$ cat src/rtl/latch_write_sequencer_if.sv
`default_nettype none
// ============================================================================
// Module  : latch_write_sequencer_if
// Brief   : Producer handshake, latch drive/readback and status bundle.
// Revision: 1.0 - initial release
// ============================================================================
interface latch_write_sequencer_if #(
    parameter int WIDTH = 4
);
    logic             valid;
    logic             ready;
    logic [WIDTH-1:0] data;
    logic             en;
    logic [WIDTH-1:0] a;
    logic [WIDTH-1:0] q;
    logic             done;
    logic             err;
    logic             err_seen;

    // master: producer plus latch readback side; slave: the sequencer
    modport master (
        output valid, data, q,
        input  ready, en, a, done, err, err_seen
    );

    modport slave (
        input  valid, data, q,
        output ready, en, a, done, err, err_seen
    );
endinterface
`default_nettype wire

$ cat src/rtl/latch_write_sequencer.sv
`default_nettype none
// ============================================================================
// Module  : latch_write_sequencer
// Brief   : Sequences setup/open/hold windows into a level-sensitive latch.
// Revision: 1.0 - initial release
// ============================================================================
module latch_write_sequencer #(
    parameter int WIDTH     = 4,
    parameter int SETUP_CYC = 1,
    parameter int OPEN_CYC  = 1,
    parameter int HOLD_CYC  = 1
) (
    input wire logic              clk,
    input wire logic              rst,
    latch_write_sequencer_if.slave bus
);
    localparam int c_max_a   = (SETUP_CYC > OPEN_CYC) ? SETUP_CYC : OPEN_CYC;
    localparam int c_max_cyc = (c_max_a > HOLD_CYC) ? c_max_a : HOLD_CYC;
    localparam int c_cnt_w   = $clog2(c_max_cyc + 1);

    localparam logic [c_cnt_w-1:0] c_setup_ld = c_cnt_w'(SETUP_CYC - 1);
    localparam logic [c_cnt_w-1:0] c_open_ld  = c_cnt_w'(OPEN_CYC - 1);
    localparam logic [c_cnt_w-1:0] c_hold_ld  = c_cnt_w'(HOLD_CYC - 1);

    localparam logic [2:0] c_idle  = 3'd0;
    localparam logic [2:0] c_setup = 3'd1;
    localparam logic [2:0] c_open  = 3'd2;
    localparam logic [2:0] c_hold  = 3'd3;
    localparam logic [2:0] c_check = 3'd4;

    logic [2:0]         r_state;
    logic [c_cnt_w-1:0] r_cnt;
    logic               r_en;
    logic [WIDTH-1:0]   r_a;
    logic               r_done;
    logic               r_err;
    logic               r_err_seen;

    logic w_ready;
    logic w_accept;
    logic w_cnt_zero;
    logic w_mismatch;

    assign w_ready    = (r_state == c_idle) && !rst;
    assign w_accept   = bus.valid && w_ready;
    assign w_cnt_zero = (r_cnt == '0);
    // The latch has been closed since OPEN ended, so q is stable by the edge into CHECK
    assign w_mismatch = (bus.q != r_a);

    always_ff @(posedge clk) begin
        if (rst) begin
            r_state    <= c_idle;
            r_cnt      <= '0;
            r_en       <= 1'b0;
            r_a        <= '0;
            r_done     <= 1'b0;
            r_err      <= 1'b0;
            r_err_seen <= 1'b0;
        end else begin
            r_done <= 1'b0;
            r_err  <= 1'b0;
            case (r_state)
                c_idle: begin
                    if (w_accept) begin
                        r_a     <= bus.data;
                        r_cnt   <= c_setup_ld;
                        r_state <= c_setup;
                    end
                end
                c_setup: begin
                    if (w_cnt_zero) begin
                        r_en    <= 1'b1;
                        r_cnt   <= c_open_ld;
                        r_state <= c_open;
                    end else begin
                        r_cnt <= r_cnt - 1'b1;
                    end
                end
                c_open: begin
                    if (w_cnt_zero) begin
                        r_en    <= 1'b0;
                        r_cnt   <= c_hold_ld;
                        r_state <= c_hold;
                    end else begin
                        r_cnt <= r_cnt - 1'b1;
                    end
                end
                c_hold: begin
                    if (w_cnt_zero) begin
                        r_done     <= 1'b1;
                        r_err      <= w_mismatch;
                        r_err_seen <= r_err_seen | w_mismatch;
                        r_state    <= c_check;
                    end else begin
                        r_cnt <= r_cnt - 1'b1;
                    end
                end
                c_check: begin
                    r_state <= c_idle;
                end
                default: begin
                    r_en    <= 1'b0;
                    r_cnt   <= '0;
                    r_state <= c_idle;
                end
            endcase
        end
    end

    assign bus.ready    = w_ready;
    assign bus.en       = r_en;
    assign bus.a        = r_a;
    assign bus.done     = r_done;
    assign bus.err      = r_err;
    assign bus.err_seen = r_err_seen;
endmodule
`default_nettype wire

$ cat src/flat_wrapper.sv
// flat-port wrapper written by rule: the top's interface ports become plain ports
module latch_write_sequencer_flat 
#(
    parameter int WIDTH     = 4,
    parameter int SETUP_CYC = 1,
    parameter int OPEN_CYC  = 1,
    parameter int HOLD_CYC  = 1
)
  (clk, rst, bus_valid, bus_data, bus_q, bus_ready, bus_en, bus_a, bus_done, bus_err, bus_err_seen);
  latch_write_sequencer_if #(.WIDTH(WIDTH)) bus_i ();
  input wire logic clk;
  input wire logic rst;
  input wire logic [$bits(bus_i.valid)-1:0] bus_valid;
  input wire logic [$bits(bus_i.data)-1:0] bus_data;
  input wire logic [$bits(bus_i.q)-1:0] bus_q;
  output wire logic [$bits(bus_i.ready)-1:0] bus_ready;
  output wire logic [$bits(bus_i.en)-1:0] bus_en;
  output wire logic [$bits(bus_i.a)-1:0] bus_a;
  output wire logic [$bits(bus_i.done)-1:0] bus_done;
  output wire logic [$bits(bus_i.err)-1:0] bus_err;
  output wire logic [$bits(bus_i.err_seen)-1:0] bus_err_seen;
  assign bus_i.valid = bus_valid;
  assign bus_i.data = bus_data;
  assign bus_i.q = bus_q;
  assign bus_ready = bus_i.ready;
  assign bus_en = bus_i.en;
  assign bus_a = bus_i.a;
  assign bus_done = bus_i.done;
  assign bus_err = bus_i.err;
  assign bus_err_seen = bus_i.err_seen;
  latch_write_sequencer #(.WIDTH(WIDTH), .SETUP_CYC(SETUP_CYC), .OPEN_CYC(OPEN_CYC), .HOLD_CYC(HOLD_CYC)) u_core (.clk(clk), .rst(rst), .bus(bus_i));
endmodule
$ cat config.mk
export PLATFORM = sky130hd
export DESIGN_NAME = latch_write_sequencer_flat
export DESIGN_NICKNAME = d
export VERILOG_FILES = /design/src/rtl/latch_write_sequencer_if.sv /design/src/rtl/latch_write_sequencer.sv /design/src/flat_wrapper.sv
export SDC_FILE = /design/constraint.sdc
export NUM_CORES = 1
export LEC_CHECK = 0
export CAP_MARGIN = 10
export CORE_AREA = 5 5 42 44
export DETAILED_ROUTE_END_ITERATION = 8
export DIE_AREA = 0 0 47 49
export PLACE_DENSITY = 0.66
export SYNTH_ARGS = -nofsm -noshare
export SYNTH_HDL_FRONTEND = slang
export SYNTH_SLANG_ARGS = --single-unit
$ cat constraint.sdc
create_clock -name clk -period 1.56 [get_ports clk]
set_clock_uncertainty 0.2 [all_clocks]
set_input_delay 0.156 -clock clk [delete_from_list [all_inputs] [get_ports clk]]
set_output_delay 0.156 -clock clk [all_outputs]
set_load 0.02 [all_outputs]
; ---- Yosys cells after proc, flatten, opt, wreduce, memory -nomap -nowiden
; Cells that the tools add are included.
[classes]
addsub = 1
n_eq_ne = 9
muxes = 12
bitwise = 5
reduce_logical = 13
[ops]
columns = cell, n
row1 = 2-to-1 mux 3 bit, 4
row2 = one-hot mux 3 bit (4 select lines), 1
row3 = OR reduction 3 bit, 3
row4 = equality test 3 x 2 -> 1 bit (second input constant), 2
row5 = != test 2 bit (second input constant), 3
row6 = one-hot mux 1 bit (3 select lines), 2
row7 = AND reduction 2 bit, 3
row8 = 2-to-1 mux 1 bit, 5
row9 = != test 4 bit, 1
row10 = NOT 1 bit, 4
row11 = AND reduction 4 bit, 1
row12 = equality test 3 x 1 -> 1 bit (second input constant), 1
row13 = equality test 3 bit (second input constant), 1
row14 = zero test 3 bit, 1
row15 = AND reduction 3 bit, 1
row16 = logical AND 1 bit, 2
row17 = != test 2 x 1 -> 1 bit (second input constant), 1
row18 = OR reduction 2 bit, 1
row19 = zero test 1 bit, 1
row20 = bitwise OR 1 bit, 1
row21 = subtractor 1 bit (second input constant), 1
[totals]
regBits = 12
inputBits = 11
output_inout_bits = 9

; ---- Logic depth before layout (Yosys ltp)
[logic_depth]
word_depth = 5
mapped_depth = 3

; ---- Worst setup path after synthesis
; Ideal clock, no wire load.
[synth_path]
path_type = reg2reg
from = register u_core.r_state[0]
to = register u_core.r_a[0], in the netlist u_core.bus.a[0]
setup_time_ns = 0.115
arrival_time_ns = 1.222
required_time_ns = 1.245
setup_slack_ns = 0.023
stages_incl_launch_ff = 4
path_buffers = 0
path_cell_list = dfxtp_1 nor4_4 nand2_2 a31o_1
[synth_via]
elab_chain_len = 4
[synth_rtl]
columns = item, line_no
row1 = "start, declared", latch_write_sequencer.sv:31  ; logic [2:0] r_state;
row2 = "start signal, assigned", latch_write_sequencer.sv:52  ; r_state <= c_idle;
row3 = "start signal, assigned", latch_write_sequencer.sv:67  ; r_state <= c_setup;
row4 = "start signal, assigned", latch_write_sequencer.sv:74  ; r_state <= c_open;
row5 = zero test 3 bit, latch_write_sequencer.sv:44  ; assign w_ready = (r_state == c_idle) && !rst;
row6 = logical AND 1 bit, latch_write_sequencer.sv:44
row7 = named net bus_ready, flat_wrapper.sv:16  ; output wire logic [$bits(bus_i.ready)-1:0] bus_ready;
row8 = logical AND 1 bit, latch_write_sequencer.sv:45  ; assign w_accept = bus.valid && w_ready;
row9 = AND reduction 2 bit (no line), n/a
row10 = "end signal, assigned", latch_write_sequencer.sv:65  ; r_a <= bus.data;
row11 = "end, declared", latch_write_sequencer.sv:34  ; logic [WIDTH-1:0] r_a;
; The timed path passes the listed nets, and every way through them passes these cells.
; A chain may end at the register's enable or synchronous reset.

; ---- Worst setup path in the final report
[layout_path]
from = register u_core.r_done, in the netlist u_core.bus.done
to = output bus_done
[layout_rtl]
columns = item, line_no
row1 = "start, declared", latch_write_sequencer.sv:35  ; logic r_done;
row2 = "start signal, assigned", latch_write_sequencer.sv:56  ; r_done <= 1'b0;
row3 = "start signal, assigned", latch_write_sequencer.sv:60  ; r_done <= 1'b0;
row4 = "start signal, assigned", latch_write_sequencer.sv:90  ; r_done <= 1'b1;
row5 = "end, declared", flat_wrapper.sv:19  ; output wire logic [$bits(bus_i.done)-1:0] bus_done;
; No word-level cell between the ends.

==> impl_metrics.yaml <==
run_status:
  status: "finished, final reports clean"
floorplan:
  ioPinCount: 20
  die-area_um2: 2300
  die_h_um: 49
  initial_utilization: 0.315
  placement_rows: 14
  dieWidth_um: 47
  core_um2: 1400
timing:
  post-route-period-util: 0.973
  rsz0062_at_grt: "false"
  tightest_slew_ns: 0.270
  setup_viol: 0
  fmax_mhz: 659
  min_period_ns: 1.52
  hold_viol_final: 0
  slew_headroom: 0.819
  tns_ns: 0
  final_max_slew_viol_count: 0
worst_setup_path:
  cp_top_family: "buffers and inverters"
  cp_num_buf_inv: 1
  reg2reg_to: "u_core.bus.a[0]"
  regToRegStartpoint: "u_core.r_state[0]"
  critPathMaxStageDelay_ns: 0.59
  r2r_setup_slack_ns: 0.11
  reg2regPathDepth: 4
  critical_path.slowest_cell: "clkdlybuf4s50_1"
  cp-start-kind: "register"
  worstPathArrival_ns: 1.16
  crit_type: "register to primary output"
  cp-end-kind: "primary output"
  worst-path-max-fanout: 1
  crit_required_ns: 1.20
  path_cells: "clkdlybuf4s50_1"
power:
  power_frac_clock: 0.276
  p_per_area_nw_per_um2: 941
  internal_power_uw: 489
  swShare: 0.266
  seqPwrFrac: 0.481
  comb_power_share: 0.244
  power.leakage_uw: 0.000344
  power.switching_uw: 177
  power_uw: 667
  max-vdd-ir-drop_mv: 0.510
clocking:
  path_clk_slew_ns: 0.06
  worstSkewPairLatency_ns: 0.26
  cts_tree: "done"
  cts_setup_buffers: 0
  clockBufferDepth: 2
  cts_made_buffers: 3
  clock-sinks: 11
  clockRootBuffer: "clkbuf_4"
  htreeDepth: 1
finish:
  fillers: 156
  syn2layout_area_growth_pct: 60.3
  nets: 79
  layout-drive-gt1-share: 0.224
  layout_common_cells: "11 x clkdlybuf4s50_1, 11 x dfxtp_1, 6 x dlygate4sd2_1, 6 x buf_4"
  antennaDiodeCount: 0
hold_path:
  hold_end: "u_core.bus.err_seen"
  worstHoldStart: "u_core.bus.err_seen"
  min-delay-path-class: "register to register"
  holdPathStages: 1
global_routing:
  grt-ovfl-total: 0
  antenna_found_initial: 0
  grtUsageMet3: 0.0480
  grt-busiest-layer: "met2"
  gr-usage-met2: 0.152
  gr-usage-met1: 0.124
  grt_usage: 0.102
  grt_pass1_vias: 413
  grt_pass1_wl_um: 1750
  grt_max_degree: 7
detailed_routing:
  dr.first_iter.drc_count: 0
  drcViolationCount: 0
  routedWlPerCell_um: 12.4
  drt-pass1-iter-count: 1
  ant_nets: 0
  vias: 401
  vias_per_cell: 4.83
  drt-total-wl_um: 1030
place:
  io_buffers: 19
  place_congestion: 0.697
yosys:
  synth_largest_area_cell: "dfxtp_1"
  yosysWarnings: 0
  yosys-top-cells-area: "dfxtp_1 50%, a31o_1 7.9%, xor2_1 7.9%, and3_2 5.1%, nor4_4 4.8%"
  synth_area_um2: 442
  yosysSeqAreaShare: 0.499
  syn_area_per_cell_um2: 11.3
  ys_ff_latch: 11
  synth_top_area_share: 0.499
  synth_cells: 39
  yosysUniqueCellTypes: 18
  synth_nets: 50
flow_run:
  maxCapViolCount: 0
[power by group through the flow]
stage	logic, µW	clock network (µW)	registers [µW]
final	162	184	320
after global routing	177	215	324
after CTS	164	194	321
after detailed placement	175	0	328
after global placement	172	0	326
after floorplan	57.3	0	349
[metrics by stage]
stage          area [µm²]  hold WS, ns  utilization  worst slack, ns  instances
3_5_place_dp          689        0.251        0.492           -0.310         79
5_1_grt               708        0.316        0.505          0.00105         83
4_1_cts               703        0.266        0.502           0.0226         83
6_report              708        0.263        0.505           0.0427         83
3_3_place_gp          689        0.236        0.492           -0.264         79
2_1_floorplan         442       0.0284            -           0.0229         39
[layout make-up]
class                      count  area, µm²  area share
sequential                    11        220       0.311
timing repair buffer          24        220       0.311
multi-input combinational     26        214       0.302
clock buffer                   4       26.3      0.0371
tap                           16       20.0      0.0283
inverter                       2       7.51      0.0106
[logic make-up (layout without fill, tap and decap cells)]
| kind of cell | Yosys count | count (layout) | share of synthesized area |
|---|---|---|---|
| XOR/XNOR | 5 | 5 | 0.0991 |
| flip-flops | 11 | 11 | 0.499 |
| buffers and inverters | 2 | 30 | 0.0170 |
| AND/OR/NAND/NOR | 14 | 14 | 0.244 |
| AO/OA/AOI/OAI | 7 | 7 | 0.142 |
[per-layer routing]
metal,vias to the layer above,share of wire
li1,202,-
met4,0,0.0068
met3,2,0.11
met2,17,0.48
met1,180,0.41
met5,-,0
[cells in the mapped netlist]
| cell | instances |
|---|---|
| a21o_1 | 1 |
| a31o_1 | 4 |
| a32oi_1 | 1 |
| and3_1 | 1 |
| and3_2 | 3 |
| and4bb_2 | 1 |
| dfxtp_1 | 11 |
| inv_1 | 2 |
| nand2_2 | 1 |
| nand2b_1 | 1 |
| nor2_1 | 3 |
| nor3_1 | 1 |
| nor4_1 | 1 |
| nor4_4 | 1 |
| nor4bb_1 | 1 |
| o41a_1 | 1 |
| xnor2_1 | 1 |
| xor2_1 | 4 |
[sequential cells by signal (all words and copies together) (netlist names)]
signal	cells
u_core.bus.en	1
u_core.bus.err	1
u_core.bus.a	4
u_core.bus.err_seen	1
u_core.bus.done	1
u_core.r_state	3
[how the worst max path moves through the flow]
stage / cells after the start / slack [ns] / end / from
2_1_floorplan: 3 / 0.02 / u_core.bus.a[0] / u_core.r_state[0]
3_3_place_gp: 3 / -0.26 / bus_ready / rst
3_5_place_dp: 3 / -0.31 / bus_ready / rst
4_1_cts: 1 / 0.02 / bus_done / u_core.bus.done
5_1_grt: 1 / 0.001 / bus_done / u_core.bus.done
6_report: 1 / 0.04 / bus_done / u_core.bus.done
[repair_timing]
action	in CTS	in global routing
hold buffers	0	0
gates resized for setup	10	2
setup endpoints to repair	7	2
[worst register-to-register path, stage by stage (launching register included)]
cell	delay, ns
dfxtp_1	0.33
nor4_4	0.33
buf_4	0.18
nand2_2	0.07
a31o_1	0.22
Power figures use the tool's default switching activity.
==> RTL edit 1, RTL diff (same flow settings) <==
`WIDTH` is set to 4 in 3 places; all go to 6.
--- a/src/rtl/latch_write_sequencer_if.sv
+++ b/src/rtl/latch_write_sequencer_if.sv
@@ -5,7 +5,7 @@
 // Revision: 1.0 - initial release
 // ============================================================================
 interface latch_write_sequencer_if #(
-    parameter int WIDTH = 4
+    parameter int WIDTH = 6
 );
     logic             valid;
     logic             ready;
--- a/src/rtl/latch_write_sequencer.sv
+++ b/src/rtl/latch_write_sequencer.sv
@@ -5,7 +5,7 @@
 // Revision: 1.0 - initial release
 // ============================================================================
 module latch_write_sequencer #(
-    parameter int WIDTH     = 4,
+    parameter int WIDTH     = 6,
     parameter int SETUP_CYC = 1,
     parameter int OPEN_CYC  = 1,
     parameter int HOLD_CYC  = 1
--- a/src/flat_wrapper.sv
+++ b/src/flat_wrapper.sv
@@ -1,7 +1,7 @@
 // flat-port wrapper written by rule: the top's interface ports become plain ports
 module latch_write_sequencer_flat 
 #(
-    parameter int WIDTH     = 4,
+    parameter int WIDTH     = 6,
     parameter int SETUP_CYC = 1,
     parameter int OPEN_CYC  = 1,
     parameter int HOLD_CYC  = 1
Interface: changed (resized bus_a, bus_data and bus_q); port bits go from 20 to 26. No check against the original RTL was run, so the function may have changed too.
==> RTL edit 1 against the unedited design <==
- combinational power grew 33%
- wire length up 33%
- synthesized area grew 34%
- clock power is 12% higher
- total power grew 20%
- fmax is 3.5% higher
- sequential cell count up 2
- design area is 27% higher
- utilization increased by 14 points
- setup slack improved by 52 ps
- largest cell class is now multi-input gates
==> RTL edit 1: results (changes against the unedited design) <==
outcome=finished, final reports clean (unchanged); H-Tree Depth=1 (unchanged); first-pass GRT wire length=2210 um (was 1750 um); Routed WL=1360 um (was 1030 um); cell count after synthesis=59 (was 39); Crit Reg-Reg Endpoint=u_core.bus.a[3]$_SDFFE_PP0P_ (was u_core.bus.a[0]$_SDFFE_PP0P_); max reg flops=6 (was 4); clk_lat worst skew=280 ps (was 260 ps); dpl ws=-249 ps (was -310 ps); Commonest cells post-synth=dfxtp_1, a21oi_1, nand2b_1 (was dfxtp_1, a31o_1, xor2_1); share of cells above drive strength 1=0.132 (was 0.224); Inst Count DP=103 (was 79); initial antenna violation count=0 (unchanged); Cell Area, Placed=881 um^2 (was 689 um^2); Antenna Cells=0 (unchanged); min-delay worst type=input port to flip-flop (was flip-flop to flip-flop); DR vias/cell=4.87 (was 4.83); measured slew at the worst slew-check pin=423 ps (was 270 ps); Syn Nets=74 (was 50); Nets=107 (was 79); routed length per instance=12.7 um (was 12.4 um); Seq/Total Area, Yosys=0.440 (was 0.499); Leakage=0.000429 uW (was 0.000344 uW); initial drt markers=5 (was 0); R2R setup slack=140 ps (was 110 ps); total iterations of the first detailed-routing run=4 (was 1); Crit path arrival time=1110 ps (was 1160 ps); top post-synthesis cells by area=dfxtp_1, a31o_1, xor2_1, nand2b_1, a21oi_1 (was dfxtp_1, a31o_1, xor2_1, and3_2, nor4_4); Port Buffers=25 (was 19); crit-path max FO=2 (was 1); Tcrit/Tclk final=0.939 (was 0.973); Worst-path clk slew=80 ps (was 60 ps); CP delay by family, top=flip-flops (was buffers and inverters); largest net degree at the start of global routing=14 (was 7); worst ir drop on vdd=490 uV (was 510 uV); end of the critical path=bus_ready (was bus_done); Crit. Startpoint=u_core.r_state[0]$_SDFFE_PP0P_ (was u_core.bus.done$_SDFF_PP0_); routability cong.=0.702 (was 0.697); asr flop ratio synth=0 (unchanged); Worst path slowest cell=dfxtp_1 (was clkdlybuf4s50_1); vias in the first global route=523 (was 413); Unique masters post-synth=19 (was 18); total track usage=0.129 (was 0.102); Post-CTS Hold Fix Bufs=0 (unchanged); max incr delay on CP=340 ps (was 590 ps)
RTL edit 1: layout make-up:
type                       count  area (um^2)
fill                         136          503
timing repair buffer          31          285
tap                           16         20.0
clock inverter                 1         5.00
sequential                    13          260
inverter                       1         3.75
clock buffer                   3         22.5
multi-input combinational     42          302
RTL edit 1: worst min path at each step:
stage,startpoint,endpoint,slack (ps),cells past startpoint
2_1_floorplan,bus_data[2],u_core.bus.a[2]$_SDFFE_PP0P_,90,1
3_3_place_gp,u_core.bus.err_seen$_SDFFE_PP0N_,u_core.bus.err_seen$_SDFFE_PP0N_,390,3
3_5_place_dp,u_core.bus.err_seen$_SDFFE_PP0N_,u_core.bus.err_seen$_SDFFE_PP0N_,400,3
4_1_cts,bus_data[5],u_core.bus.a[5]$_SDFFE_PP0P_,260,2
5_1_grt,bus_data[5],u_core.bus.a[5]$_SDFFE_PP0P_,280,2
6_report,bus_data[0],u_core.bus.a[0]$_SDFFE_PP0P_,270,2
RTL edit 1: logic make-up after synthesis:
group | count (synthesis) | share of synthesized area
AND/OR/NAND/NOR | 20 | 0.235
AO/OA/AOI/OAI | 15 | 0.171
XOR/XNOR | 7 | 0.104
flip-flops | 13 | 0.440
buffers and inverters | 4 | 0.0507
RTL edit 1: timing repair:
action,in CTS,in global routing
setup endpoints to repair,9,2
pin swaps,0,0
resized for setup,12,2
RTL edit 1: report_power, final:
group	leakage [uW]	switching [uW]	internal, uW
registers	0.000106	21.4	358
clock network	0.0000177	111	95.0
logic	0.000304	103	112
total	0.000429	235	565
RTL edit 1: routing by layer:
metal	wire, um	part of all wire	vias to the layer above	GRT usage
met1	682	0.50	229	0.196
met5	0	0	-	0
li1	-	-	273	-
met2	559	0.41	19	0.165
met4	0	0	0	0.0415
met3	118	0.087	0	0.0443
==> RTL edit 2, RTL diff (same flow settings) <==
Made on the original files. Reset style: asynchronous (`rst`), changed in one clocked block.
--- a/src/rtl/latch_write_sequencer.sv
+++ b/src/rtl/latch_write_sequencer.sv
@@ -47,7 +47,7 @@
     // The latch has been closed since OPEN ended, so q is stable by the edge into CHECK
     assign w_mismatch = (bus.q != r_a);
 
-    always_ff @(posedge clk) begin
+    always_ff @(posedge clk or posedge rst) begin
         if (rst) begin
             r_state    <= c_idle;
             r_cnt      <= '0;
Function: differs if rst is asserted again (counterexample within 4 cycles, from zero or initial values and one cycle with rst high); with rst held inactive, the same outputs for 10 cycles.
==> RTL edit 2 against the unedited design <==
- die area did not move
- sequential cell count did not move
- synthesized area rose by 11%
- setup slack got worse by 5.5 ps
- design area rose by 9.4%
- cell count fell by 1.2%
- worst hold slack got worse by 210 ps
- wire length fell by 8.7%
- critical endpoint is now u_core.bus.a[1]$_DFFE_PP0P_
Power is not compared: it rests on default switching activity, and its combinational part moved more than twofold at a synthesized area within 25%.
==> RTL edit 2: results (changes against the unedited design) <==
dpl ws=-360 ps (was -310 ps); clk_lat worst skew=260 ps (about the same); share of cells above drive strength 1=0.303 (was 0.224); initial drt markers=2 (was 0); hpwl dp=751 um; measured slew at the worst slew-check pin=405 ps (was 270 ps); Primary FF master, synth=dfrtp_1 (was dfxtp_1); asr flop ratio synth=1.00 (was 0); Crit path arrival time=1470 ps (was 1160 ps); CP delay by family, top=flip-flops (was buffers and inverters); CTS Buffer Depth=2 (unchanged); vias in the first global route=384 (was 413); DR vias/cell=4.48 (was 4.83); total iterations of the first detailed-routing run=3 (was 1); clock root buffer master=clkbuf_4 (unchanged); top post-synthesis cells by area=dfrtp_1, mux2_4, xor2_1, nor4_4, and3b_2 (was dfxtp_1, a31o_1, xor2_1, and3_2, nor4_4); total track usage=0.100 (was 0.102); Seq/Total Area, Yosys=0.560 (was 0.499); met1 Use GR=0.113 (was 0.124); Syn Nets=47 (was 50); mux cell area share after synthesis=0.122 (was 0); XOR/XNOR Fraction of Synth Area=0.0891 (was 0.0992); GR Util met2=0.140 (was 0.152); crit-path max FO=5 (was 1); routability cong.=0.687 (was 0.697); min-delay worst type=input port to asynchronous set/reset pin (was flip-flop to flip-flop); routed length per instance=11.4 um (was 12.4 um); Worst path slowest cell=dfrtp_1 (was clkdlybuf4s50_1); first-pass GRT wire length=1590 um (was 1750 um); Commonest cells post-synth=dfrtp_1, mux2_4, xor2_1 (was dfxtp_1, a31o_1, xor2_1); post-synthesis compound-gate area fraction=0.0433 (was 0.142); Nets=78 (was 79); outcome=finished, final reports clean (unchanged); worst ir drop on vdd=820 uV; met3 Usage GRT=0.0406 (was 0.0480); Unique masters post-synth=15 (was 18); max incr delay on CP=410 ps (was 590 ps); largest net degree at the start of global routing=12 (was 7); Fill cells=136 (was 156)
## RTL edit 2: changes by cell type in the layout (fill, tap and decap cells not counted), sizes merged, moves of 2 or more
cell,before,now
a31o,4,0
and3,4,0
and3b,0,2
buf,6,8
dfrtp,0,11
dfxtp,11,0
mux2,0,4
nand2,1,4
## RTL edit 2: final timing paths
path / from / end / slack [ps] / cells after the start
max in group asynchronous: rst / u_core.r_state[0]$_DFFE_PP0P_ / 800 / 2
min reg2reg: u_core.bus.err_seen$_DFFE_PP0P_ / u_core.bus.err_seen$_DFFE_PP0P_ / 270 / 1
max reg2reg: u_core.r_state[1]$_DFFE_PP0P_ / u_core.bus.a[1]$_DFFE_PP0P_ / 40 / 4
max: u_core.r_state[1]$_DFFE_PP0P_ / u_core.bus.a[1]$_DFFE_PP0P_ / 40 / 4
min: rst / u_core.bus.a[2]$_DFFE_PP0P_ / 60 / 2
min in group clk: u_core.bus.err_seen$_DFFE_PP0P_ / u_core.bus.err_seen$_DFFE_PP0P_ / 270 / 1
## RTL edit 2: report_power, final
part / internal, uW / switching, uW
registers: 409 / 93.8
clock network: 98.8 / 92.7
logic: 394 / 325
## RTL edit 2: timing repair
item | in CTS | in global routing
hold buffers | 0 | 0
endpoints found under the hold margin | 0 | 0
resized for setup | 10 | 2
buffers inserted | 0 | 2
pin swaps | 1 | 1
endpoints found under the setup margin | 8 | 8
## RTL edit 2: per-layer routing
metal  vias to the layer above  part of all wire
li1                        179                 -
met1                       175              0.40
met2                        11              0.52
met3                         2             0.074
met4                         0             0.013
met5                         -                 0
## RTL edit 2: cell families (layout without fill, tap and decap cells)
group	after synthesis	after routing
xor gates and xnor gates	5	5
buffers and inverters	2	32
muxes	4	4
and+or+nand+nor	11	11
AOI/OAI and AO/OA	3	3
DFF	11	11
## RTL edit 2: per-stage QoR
| step | cell area [um^2] | cells |
|---|---|---|
| 2_1_floorplan | 493 | 36 |
| 3_3_place_gp | 741 | 76 |
| 3_5_place_dp | 741 | 76 |
| 4_1_cts | 754 | 80 |
| 5_1_grt | 774 | 82 |
| 6_report | 774 | 82 |
## RTL edit 2: final cells by class
| cell class | count | area (um^2) | area share |
|---|---|---|---|
| timing repair buffer | 26 | 235 | 0.304 |
| inverter | 2 | 7.51 | 0.00969 |
| multi-input combinational | 23 | 209 | 0.270 |
| sequential | 11 | 277 | 0.357 |
| clock buffer | 4 | 26.3 | 0.0339 |
| tap | 16 | 20.0 | 0.0258 |
